[config.mk]
export PLATFORM = sky130hd
export DESIGN_NAME = alu_ctrl_seq
export DESIGN_NICKNAME = d
export VERILOG_FILES = /design/src/rtl/alu_ctrl_seq_pkg.sv /design/src/rtl/alu_ctrl_seq_decode.sv /design/src/rtl/alu_ctrl_seq.sv
export SDC_FILE = /design/constraint.sdc
export NUM_CORES = 1
export LEC_CHECK = 0
export BUFFER_PORTS_ARGS = -buffer_cell sky130_fd_sc_hd__buf_4
export CORE_ASPECT_RATIO = 1.25
export CORE_MARGIN = 2
export CORE_UTILIZATION = 44
export DETAILED_ROUTE_END_ITERATION = 10
export HOLD_SLACK_MARGIN = 0.06
export PLACE_DENSITY = 0.82
export SYNTH_ARGS = -nofsm -noshare
export SYNTH_HDL_FRONTEND = slang
export SYNTH_HIERARCHICAL = 1
export SYNTH_SLANG_ARGS = --single-unit
[constraint.sdc]
create_clock -name clock -period 3.9 [get_ports clock]
set_clock_uncertainty 0.15 [all_clocks]
set_input_delay 0.585 -clock clock [delete_from_list [all_inputs] [get_ports clock]]
set_output_delay 0.585 -clock clock [all_outputs]
set_load 0.05 [all_outputs]
[src/rtl/alu_ctrl_seq_pkg.sv]
// alu_ctrl_seq shared types: opcodes, T-states,
// datapath strobe bundle and opcode class record.
package alu_ctrl_seq_pkg;

  localparam int OPW_DEF = 5;
  localparam int TMO_DEF = 15;

  localparam logic [4:0] OP_ADD  = 5'b00101;
  localparam logic [4:0] OP_SUB  = 5'b00110;
  localparam logic [4:0] OP_AND  = 5'b00111;
  localparam logic [4:0] OP_OR   = 5'b01000;
  localparam logic [4:0] OP_SHR  = 5'b01001;
  localparam logic [4:0] OP_SHL  = 5'b01010;
  localparam logic [4:0] OP_ROR  = 5'b01011;
  localparam logic [4:0] OP_ROL  = 5'b01100;
  localparam logic [4:0] OP_ADDI = 5'b01101;
  localparam logic [4:0] OP_ANDI = 5'b01110;
  localparam logic [4:0] OP_ORI  = 5'b01111;
  localparam logic [4:0] OP_MUL  = 5'b10000;
  localparam logic [4:0] OP_DIV  = 5'b10001;
  localparam logic [4:0] OP_NEG  = 5'b10010;
  localparam logic [4:0] OP_NOT  = 5'b10011;
  localparam logic [4:0] OP_HALT = 5'b11011;

  typedef enum logic [2:0] {
    T0 = 3'd0,
    T1 = 3'd1,
    T2 = 3'd2,
    T3 = 3'd3,
    T4 = 3'd4,
    T5 = 3'd5,
    T6 = 3'd6
  } tstate_e;

  typedef struct packed {
    logic pc_out;
    logic mar_in;
    logic inc_pc;
    logic z_in;
    logic zlo_out;
    logic zhi_out;
    logic pc_in;
    logic mem_read;
    logic mdr_in;
    logic mdr_out;
    logic ir_in;
    logic y_in;
    logic c_out;
    logic gra;
    logic grb;
    logic grc;
    logic r_in;
    logic r_out;
    logic hi_in;
    logic lo_in;
  } strobe_t;

  typedef struct packed {
    logic supported;
    logic is_imm;
    logic is_unary;
    logic is_muldiv;
  } op_class_t;

endpackage

[src/rtl/alu_ctrl_seq_decode.sv]
// alu_op_decode: classifies an opcode into
// supported / immediate / unary / mul-div.
module alu_op_decode
  import alu_ctrl_seq_pkg::*;
#(
  parameter int OPW = OPW_DEF
) (
  input  logic [OPW-1:0] op,
  output op_class_t      cls
);

  // one-hot class match on opcode ranges
  always_comb begin
    cls = '0;
    unique case (1'b1)
      (op >= OP_ADD && op <= OP_ROL): begin
        cls.supported = 1'b1;
      end
      (op >= OP_ADDI && op <= OP_ORI): begin
        cls.supported = 1'b1;
        cls.is_imm    = 1'b1;
      end
      (op == OP_MUL || op == OP_DIV): begin
        cls.supported = 1'b1;
        cls.is_muldiv = 1'b1;
      end
      (op == OP_NEG || op == OP_NOT): begin
        cls.supported = 1'b1;
        cls.is_unary  = 1'b1;
      end
      (op == OP_HALT): begin
        cls.supported = 1'b1;
      end
      default: ;
    endcase
  end

endmodule

[src/rtl/alu_ctrl_seq.sv]
// alu_ctrl_seq: T-state sequencer driving the
// datapath strobes, ALU opcode and sticky flags.
module alu_ctrl_seq
  import alu_ctrl_seq_pkg::*;
#(
  parameter int OPW     = OPW_DEF,
  parameter int MEM_TMO = TMO_DEF
) (
  input  logic           clock,
  input  logic           reset,
  input  logic           run,
  input  logic [31:0]    ir,
  input  logic           mem_ready,
  output logic           pc_out,
  output logic           mar_in,
  output logic           inc_pc,
  output logic           z_in,
  output logic           zlo_out,
  output logic           zhi_out,
  output logic           pc_in,
  output logic           mem_read,
  output logic           mdr_in,
  output logic           mdr_out,
  output logic           ir_in,
  output logic           y_in,
  output logic           c_out,
  output logic           gra,
  output logic           grb,
  output logic           grc,
  output logic           r_in,
  output logic           r_out,
  output logic           hi_in,
  output logic           lo_in,
  output logic [OPW-1:0] alu_op,
  output logic           illegal,
  output logic           bus_err,
  output logic           halted
);

  tstate_e        state_q, state_d;
  logic [3:0]     tmo_q, tmo_d;
  logic [OPW-1:0] op_q, op_d;
  logic           err_q, err_d;
  logic           halt_q, halt_d;

  logic [OPW-1:0] ir_op;
  logic [OPW-1:0] dec_op;
  op_class_t      cls;
  logic           fetch_ok;
  strobe_t        s;
  logic [OPW-1:0] alu_d;
  logic           ill_d;
  logic           unused_ir;

  assign ir_op     = ir[31 -: OPW];
  assign unused_ir = ^ir[31-OPW:0];
  assign dec_op    = (state_q == T3) ? ir_op : op_q;
  assign fetch_ok  = run && !halt_q && !err_q;

  alu_op_decode #(.OPW(OPW)) u_dec (
    .op  (dec_op),
    .cls (cls)
  );

  // state, timeout counter, opcode and sticky flags
  always_ff @(posedge clock) begin
    if (reset) begin
      state_q <= T0;
      tmo_q   <= '0;
      op_q    <= '0;
      err_q   <= 1'b0;
      halt_q  <= 1'b0;
    end else begin
      state_q <= state_d;
      tmo_q   <= tmo_d;
      op_q    <= op_d;
      err_q   <= err_d;
      halt_q  <= halt_d;
    end
  end

  // next-state, counter and flag updates
  always_comb begin
    state_d = state_q;
    tmo_d   = tmo_q;
    op_d    = op_q;
    err_d   = err_q;
    halt_d  = halt_q;
    unique case (state_q)
      T0: begin
        if (fetch_ok) begin
          state_d = T1;
          tmo_d   = '0;
        end
      end
      T1: begin
        if (mem_ready) begin
          state_d = T2;
        end else if (tmo_q == 4'(MEM_TMO - 1)) begin
          err_d   = 1'b1;
          state_d = T0;
        end else begin
          tmo_d = tmo_q + 4'd1;
        end
      end
      T2: state_d = T3;
      T3: begin
        op_d = ir_op;
        if (!cls.supported) begin
          state_d = T0;
        end else if (ir_op == OP_HALT) begin
          halt_d  = 1'b1;
          state_d = T0;
        end else begin
          state_d = T4;
        end
      end
      T4: state_d = T5;
      T5: state_d = cls.is_muldiv ? T6 : T0;
      T6: state_d = T0;
      default: state_d = T0;
    endcase
  end

  // per-state strobe decode, silenced in reset
  always_comb begin
    s     = '0;
    alu_d = '0;
    ill_d = 1'b0;
    if (!reset) begin
      unique case (state_q)
        T0: begin
          if (fetch_ok) begin
            s.pc_out = 1'b1;
            s.mar_in = 1'b1;
            s.inc_pc = 1'b1;
            s.z_in   = 1'b1;
          end
        end
        T1: begin
          s.zlo_out  = 1'b1;
          s.pc_in    = 1'b1;
          s.mem_read = 1'b1;
          s.mdr_in   = mem_ready;
        end
        T2: begin
          s.mdr_out = 1'b1;
          s.ir_in   = 1'b1;
        end
        T3: begin
          if (!cls.supported) begin
            ill_d = 1'b1;
          end else if (ir_op != OP_HALT) begin
            s.grb   = 1'b1;
            s.r_out = 1'b1;
            s.y_in  = 1'b1;
          end
        end
        T4: begin
          alu_d  = op_q;
          s.z_in = 1'b1;
          if (cls.is_imm) begin
            s.c_out = 1'b1;
          end else if (cls.is_unary) begin
            s.grb   = 1'b1;
            s.r_out = 1'b1;
          end else begin
            s.grc   = 1'b1;
            s.r_out = 1'b1;
          end
        end
        T5: begin
          s.zlo_out = 1'b1;
          if (cls.is_muldiv) begin
            s.lo_in = 1'b1;
          end else begin
            s.gra  = 1'b1;
            s.r_in = 1'b1;
          end
        end
        T6: begin
          s.zhi_out = 1'b1;
          s.hi_in   = 1'b1;
        end
        default: ;
      endcase
    end
  end

  assign pc_out   = s.pc_out;
  assign mar_in   = s.mar_in;
  assign inc_pc   = s.inc_pc;
  assign z_in     = s.z_in;
  assign zlo_out  = s.zlo_out;
  assign zhi_out  = s.zhi_out;
  assign pc_in    = s.pc_in;
  assign mem_read = s.mem_read;
  assign mdr_in   = s.mdr_in;
  assign mdr_out  = s.mdr_out;
  assign ir_in    = s.ir_in;
  assign y_in     = s.y_in;
  assign c_out    = s.c_out;
  assign gra      = s.gra;
  assign grb      = s.grb;
  assign grc      = s.grc;
  assign r_in     = s.r_in;
  assign r_out    = s.r_out;
  assign hi_in    = s.hi_in;
  assign lo_in    = s.lo_in;
  assign alu_op   = alu_d;
  assign illegal  = ill_d;
  assign bus_err  = err_q;
  assign halted   = halt_q;

  // at most one source drives the shared bus
  a_one_driver : assert property (
    @(posedge clock) disable iff (reset)
    $onehot0({s.pc_out, s.zlo_out, s.zhi_out,
              s.mdr_out, s.c_out, s.r_out})
  );

endmodule

Yosys cells after proc, flatten, opt, wreduce, memory -nomap -nowiden:

Index checks and enable logic that the tools add are counted.
W data, S select, Z words.

* flip-flop bits (word level): 14
* bits of input ports: 36
* output and inout bits: 28
* logic and storage cells: 90

* add/sub/neg operators: 1
* order comparisons: 4
* equality and inequality tests: 18
* muxes and demuxes: 45
* bitwise operators: 1
* reductions and logical operators: 16

Operators with widths (number)
* $eq A5 B5 Y1 const B: 6
* $mux W3: 8
* $mux W1: 22
* $mux W20: 1
* $pmux W3 S6: 1
* $mux W4: 4
* $mux W5: 3
* $le A5 B4 Y1 const B: 2
* $eq A3 B3 Y1 const B: 3
* $pmux W4 S2: 1
* $eq A3 B2 Y1 const B: 2
* $ne A2 B2 Y1 const B: 3
* $pmux W1 S2: 3
* $reduce_and A3 Y1: 2
* $ge A5 B3 Y1 const B: 1
* $ge A5 B4 Y1 const B: 1
* $ne A5 B5 Y1 const B: 1
* $reduce_or A5 Y1: 1
* $add A4 B1 Y4 const B: 1
* $eq A4 B4 Y1 const B: 1
* $logic_and A1 B1 Y1: 4
* $mux W2: 2
* $reduce_and A4 Y1: 1
* $eq A3 B1 Y1 const B: 1
* 8 further kinds: 10

Logic depth before layout (Yosys ltp):

* word-level depth: 9
* depth in mapped cells: 10
* depth with buffers taken out: 8

Hierarchy:

The synthesis kept the hierarchy.

By module, submodules not included
* alu_ctrl_seq: instances 1, cells each 128, area an instance 944.7 um2, sequential area each 280.3 um2
* alu_op_decode: instances 1, cells each 9, area an instance 71.3 um2, sequential area each 0.0 um2

Worst setup path before layout:

No wires, ideal clock.

* kind: flip-flop to output port
* start: reg state_q[0]
* end: out grb
* data arrival time: 2.930 ns
* data required time: 3.165 ns
* setup slack: 0.235 ns
* stages on the path, launching flop included: 10
* path buffers: 1
* cells stage by stage: dfxtp_1 buf_2 nand3b_1 nand2_1 nand2_1 o21a_1 o211ai_1 o311ai_2 o22ai_2 a21boi_1

RTL lines
* start: declaration: RTL line alu_ctrl_seq.sv:40 `tstate_e state_q, state_d;`
* start signal: assignment: RTL line alu_ctrl_seq.sv:74 `state_q <= state_d;`
* end: declaration: RTL line alu_ctrl_seq.sv:28 `output logic grb,`

==> results by stage <==
Timing:
- For the pin with the worst max-slew slack, the measured transition is between 0.6 and 0.7 ns.
- The hold violation total from the final report is 0.
- Subtracting the final worst setup slack from the clock period gives roughly 3.6 ns.
- Derived from the worst setup path, the maximum achievable clock frequency is around 280 MHz.
- The relative slew slack is 0.583.
- The setup violation total in the final timing report is 0.
- Setup repair after global routing left no endpoint under its margin.
- In the finished design, the share of the clock period the worst path needs comes to 0.930.
- The max-slew violation count was 0.
- Adding up every negative setup slack in the final design gives 0 ns.

GRT:
- The initial antenna violation count is 0.
- The maximum number of pins on one net before global-route repair is 24.
- The via count of the first global-routing pass is approximately 950.
- The total overflow left after global routing is 0.
- The global-route wire length before repair is about 4000 um.
- The global routing usage summed across all routing layers is 0.188.

Finish:
- The final antenna diode count is 0.
- The post-synthesis to final-layout area growth is 24.3%.
- The final layout contains about 200 nets.
- The count of fill cells added during filler insertion is ~230.
- The fraction of final layout cells sized beyond drive strength 1 is 0.272.

CTS:
- The root buffer selected by CTS is sky130_fd_sc_hd__clkbuf_4.
- The number of clock buffers added by TritonCTS is 3.
- Clock latency on the worst-skew pair, taken at its later pin, is between 0.2 and 0.3 ns.
- The clock sink count is 14.
- The clock tree from TritonCTS is done.
- In this run the post-CTS setup repair buffer count came out at 0.
- The quantity of hold-fixing buffers added after cts is 0.
- The maximum buffer depth of the clock tree is 2.
- CTS built an H-tree with a depth of 1.
- After clock tree synthesis, the clock-pin slew on the worst setup and hold paths is about 0.080 ns.
- The post-CTS resize count is 0.

Floorplan:
- The total number of placement rows is 19.
- The effective utilization at floorplan is 0.465.
- The total die area is roughly 0.0027 mm2.
- The number of top-level pins is 64.
- The floorplan step set the die height to roughly 58 um.
- The area of the core region is 0.00219 mm2.
- Measured along the x axis, the die boundary spans about 47 um.

Place:
- The half-perimeter wire length after placement is approximately 1800 um.
- The congestion estimate from routability-driven global placement came to roughly 0.87.
- The count of input and output buffers is 36.

Hold path:
- The type of the worst min-delay path is reg -> reg.

Drt:
- Dividing the detail-routed wire length by the instance count gives roughly 12 um.
- Before antenna repair, the detailed router went through 4 iterations.
- The detail-routed via count per cell is ~5.4.
- Once detail routing completed, the nets flagged for antenna violations numbered 0.
- The first-iteration detailed-routing DRC count is 15.
- The final route contains 1,048 vias.
- In the routed design, unresolved DRC markers number 0.
- After detailed routing, the total wire length is between 2000 and 2500 um.

Power and ir drop:
- The areal power density over the cells is between 200 and 250 mW/mm2.
- The worst-case IR drop observed on VDD is 150 uV.
- Summed over all cells, the static leakage comes to slightly below 0.6 nW.
- The overall power after layout is roughly 0.0003 W.

Critical path:
- The most critical setup path has its startpoint at state_q[2].
- The worst setup path is launched from a flip-flop.
- Following the worst setup path forward leads to its endpoint at grb.
- For flop-to-flop paths, the worst setup slack is between 1 and 1.5 ns.
- Of all nets on the critical path, the largest fanout is 21.
- The endpoint identified for the worst register-to-register timing path is state_q[2].
- For the worst setup path, the data arrival time is between 2 and 3 ns.
- STA puts the critical path data required time at 3.16 ns.
- STA classifies the critical path endpoint as an output port.
- The number of cell instances on the worst register-to-register path is 7.
- The critical path class is reg -> out.
- The beginning of the worst register-to-register path is state_q[2].

Yosys:
- After synthesis, the mean cell area works out to between 7 and 8 um2.
- Measured against the total synthesized area, the mux share comes to 0.0197.
- The share of synthesized cell area in and, or, nand and nor gates is 0.415.
- The number of warning messages in the yosys log is 6.
- Yosys mapped the design onto 38 distinct sky130hd cell types.
- The sequential-to-total area share from yosys stat is 0.276.
- The synthesized-area fraction occupied by ao, oa, aoi and oai cells is 0.170.
- The synthesized design contains 14 register bits.
- The combinational family with the most area after synthesis is simple AND/OR/NAND/NOR gates.
- Counting every net in the synthesized netlist gives approximately 180.
- Of the total synthesized cell area, the portion taken by XOR and XNOR cells is 0.
- The adder and majority cell fraction of the synthesized area is 0.0246.
- The cell count after synthesis came out at 137.
- The mapped netlist covers roughly 0.0010 mm2.

Flow run:
- The reported max-cap violation count is 0.

Run status:
- The flow ran to the end, and the final reports show no timing, DRC or antenna violations.
[routing by layer]
| metal | GRT usage | part of all wire | vias up |
|---|---|---|---|
| met5 | 0 | 0 | - |
| met3 | 0.0312 | 0.047 | 2 |
| li1 | - | - | 526 |
| met1 | 0.230 | 0.41 | 495 |
| met4 | 0.0556 | 0.0038 | 0 |
| met2 | 0.327 | 0.54 | 25 |
[layout make-up]
cell class	count	area [um2]	share of cell area
clock buffer	3	22.5	0.0178
inverter	3	11.3	0.00892
multi-input combinational	106	639	0.506
sequential	14	280	0.222
tap	31	38.8	0.0307
timing repair buffer	36	270	0.214
[critical path, cell delays in order (launching register included)]
cell and delay (ns):
sky130_fd_sc_hd__dfxtp_1 0.73, sky130_fd_sc_hd__and3b_1 0.33, sky130_fd_sc_hd__nand2_1 0.10, sky130_fd_sc_hd__nand2_1 0.15
sky130_fd_sc_hd__o21a_1 0.22, sky130_fd_sc_hd__o211ai_1 0.29, sky130_fd_sc_hd__o311ai_2 0.23, sky130_fd_sc_hd__o22ai_2 0.19
sky130_fd_sc_hd__a21boi_1 0.17, sky130_fd_sc_hd__buf_4 0.21
[placed cells by master, fill, tap and decap left out, types with 4 or more instances in the layout]
cell type and count:
sky130_fd_sc_hd__nor2_1 11, sky130_fd_sc_hd__a21oi_1 4, sky130_fd_sc_hd__nand3b_1 5, sky130_fd_sc_hd__and3_1 8, sky130_fd_sc_hd__nor3_1 6, sky130_fd_sc_hd__nand2_1 24, sky130_fd_sc_hd__o21ai_0 4, sky130_fd_sc_hd__buf_4 36
sky130_fd_sc_hd__nor2b_1 8, sky130_fd_sc_hd__dfxtp_1 14
[stage by stage]
step | hold WS [ns] | cells | area, um2 | utilization | setup WS (ns)
global route | 0.404 | 193 | 1260 | 0.577 | 0.0489
global placement | 0.347 | 190 | 1240 | 0.567 | 0.656
CTS | 0.366 | 193 | 1260 | 0.577 | 0.292
floorplan | 0.330 | 137 | 1020 | - | 0.235
detailed placement | 0.354 | 190 | 1240 | 0.567 | 0.613
finish | 0.369 | 193 | 1260 | 0.577 | 0.271
[synth_stat cells (all sizes together)]
master  count  area (um2)
and4bb      1        12.5
nand2b      3        18.8
nand2      24        90.1
nor2       11        41.3
nand4b      1        8.76
o21ai       5        25.0
or2         1        6.26
and2b       1        7.51
o211ai      2        15.0
nand3b      5        37.5
nor2b       8        50.1
a31oi       3        18.8
o22a        2        17.5
and3        8        50.1
o22ai       1        12.5
and2        1        6.26
buf        11        73.8
inv         3        11.3
o21a        2        15.0
clkbuf      3        11.3
a41oi       1        8.76
dfxtp      14         280
mux2i       2        20.0
o32ai       1        8.76
and3b       1        8.76
o311ai      1        16.3
nor3        7        40.0
ha          2        25.0
a211oi      1        7.51
nand3       2        10.0
nor3b       1        7.51
a21boi      1        7.51
nor4b       3        26.3
a21oi       4        20.0
[registers in the layout (all words and copies together) (netlist names)]
| register | flops |
|---|---|
| bus_err | 1 |
| halted | 1 |
| op_q | 5 |
| state_q | 3 |
| tmo_q | 4 |
[kinds of logic after synthesis]
group | count (synthesis)
fa+ha+maj | 2
flops | 14
mux | 2
compound gates | 24
buf+inv | 17
simple gates | 78
[power by group]
part           switching, W  internal (W)  total (W)
clock network     0.0000437     0.0000356  0.0000793
registers        0.00000606      0.000146   0.000152
logic             0.0000483     0.0000262  0.0000745
total             0.0000980      0.000208   0.000306
[how the worst min path moves through the flow]
| stage | start | end | slack (ns) | depth (start not counted) |
|---|---|---|---|---|
| 2_1_floorplan | tmo_q[0] | tmo_q[0] | 0.33 | 2 |
| 3_3_place_gp | tmo_q[0] | tmo_q[0] | 0.35 | 2 |
| 3_5_place_dp | tmo_q[0] | tmo_q[0] | 0.35 | 2 |
| 4_1_cts | tmo_q[0] | tmo_q[0] | 0.37 | 2 |
| 5_1_grt | tmo_q[0] | tmo_q[0] | 0.40 | 2 |
| 6_report | tmo_q[0] | tmo_q[0] | 0.37 | 2 |
No activity file was read; power rests on OpenSTA's default activity.
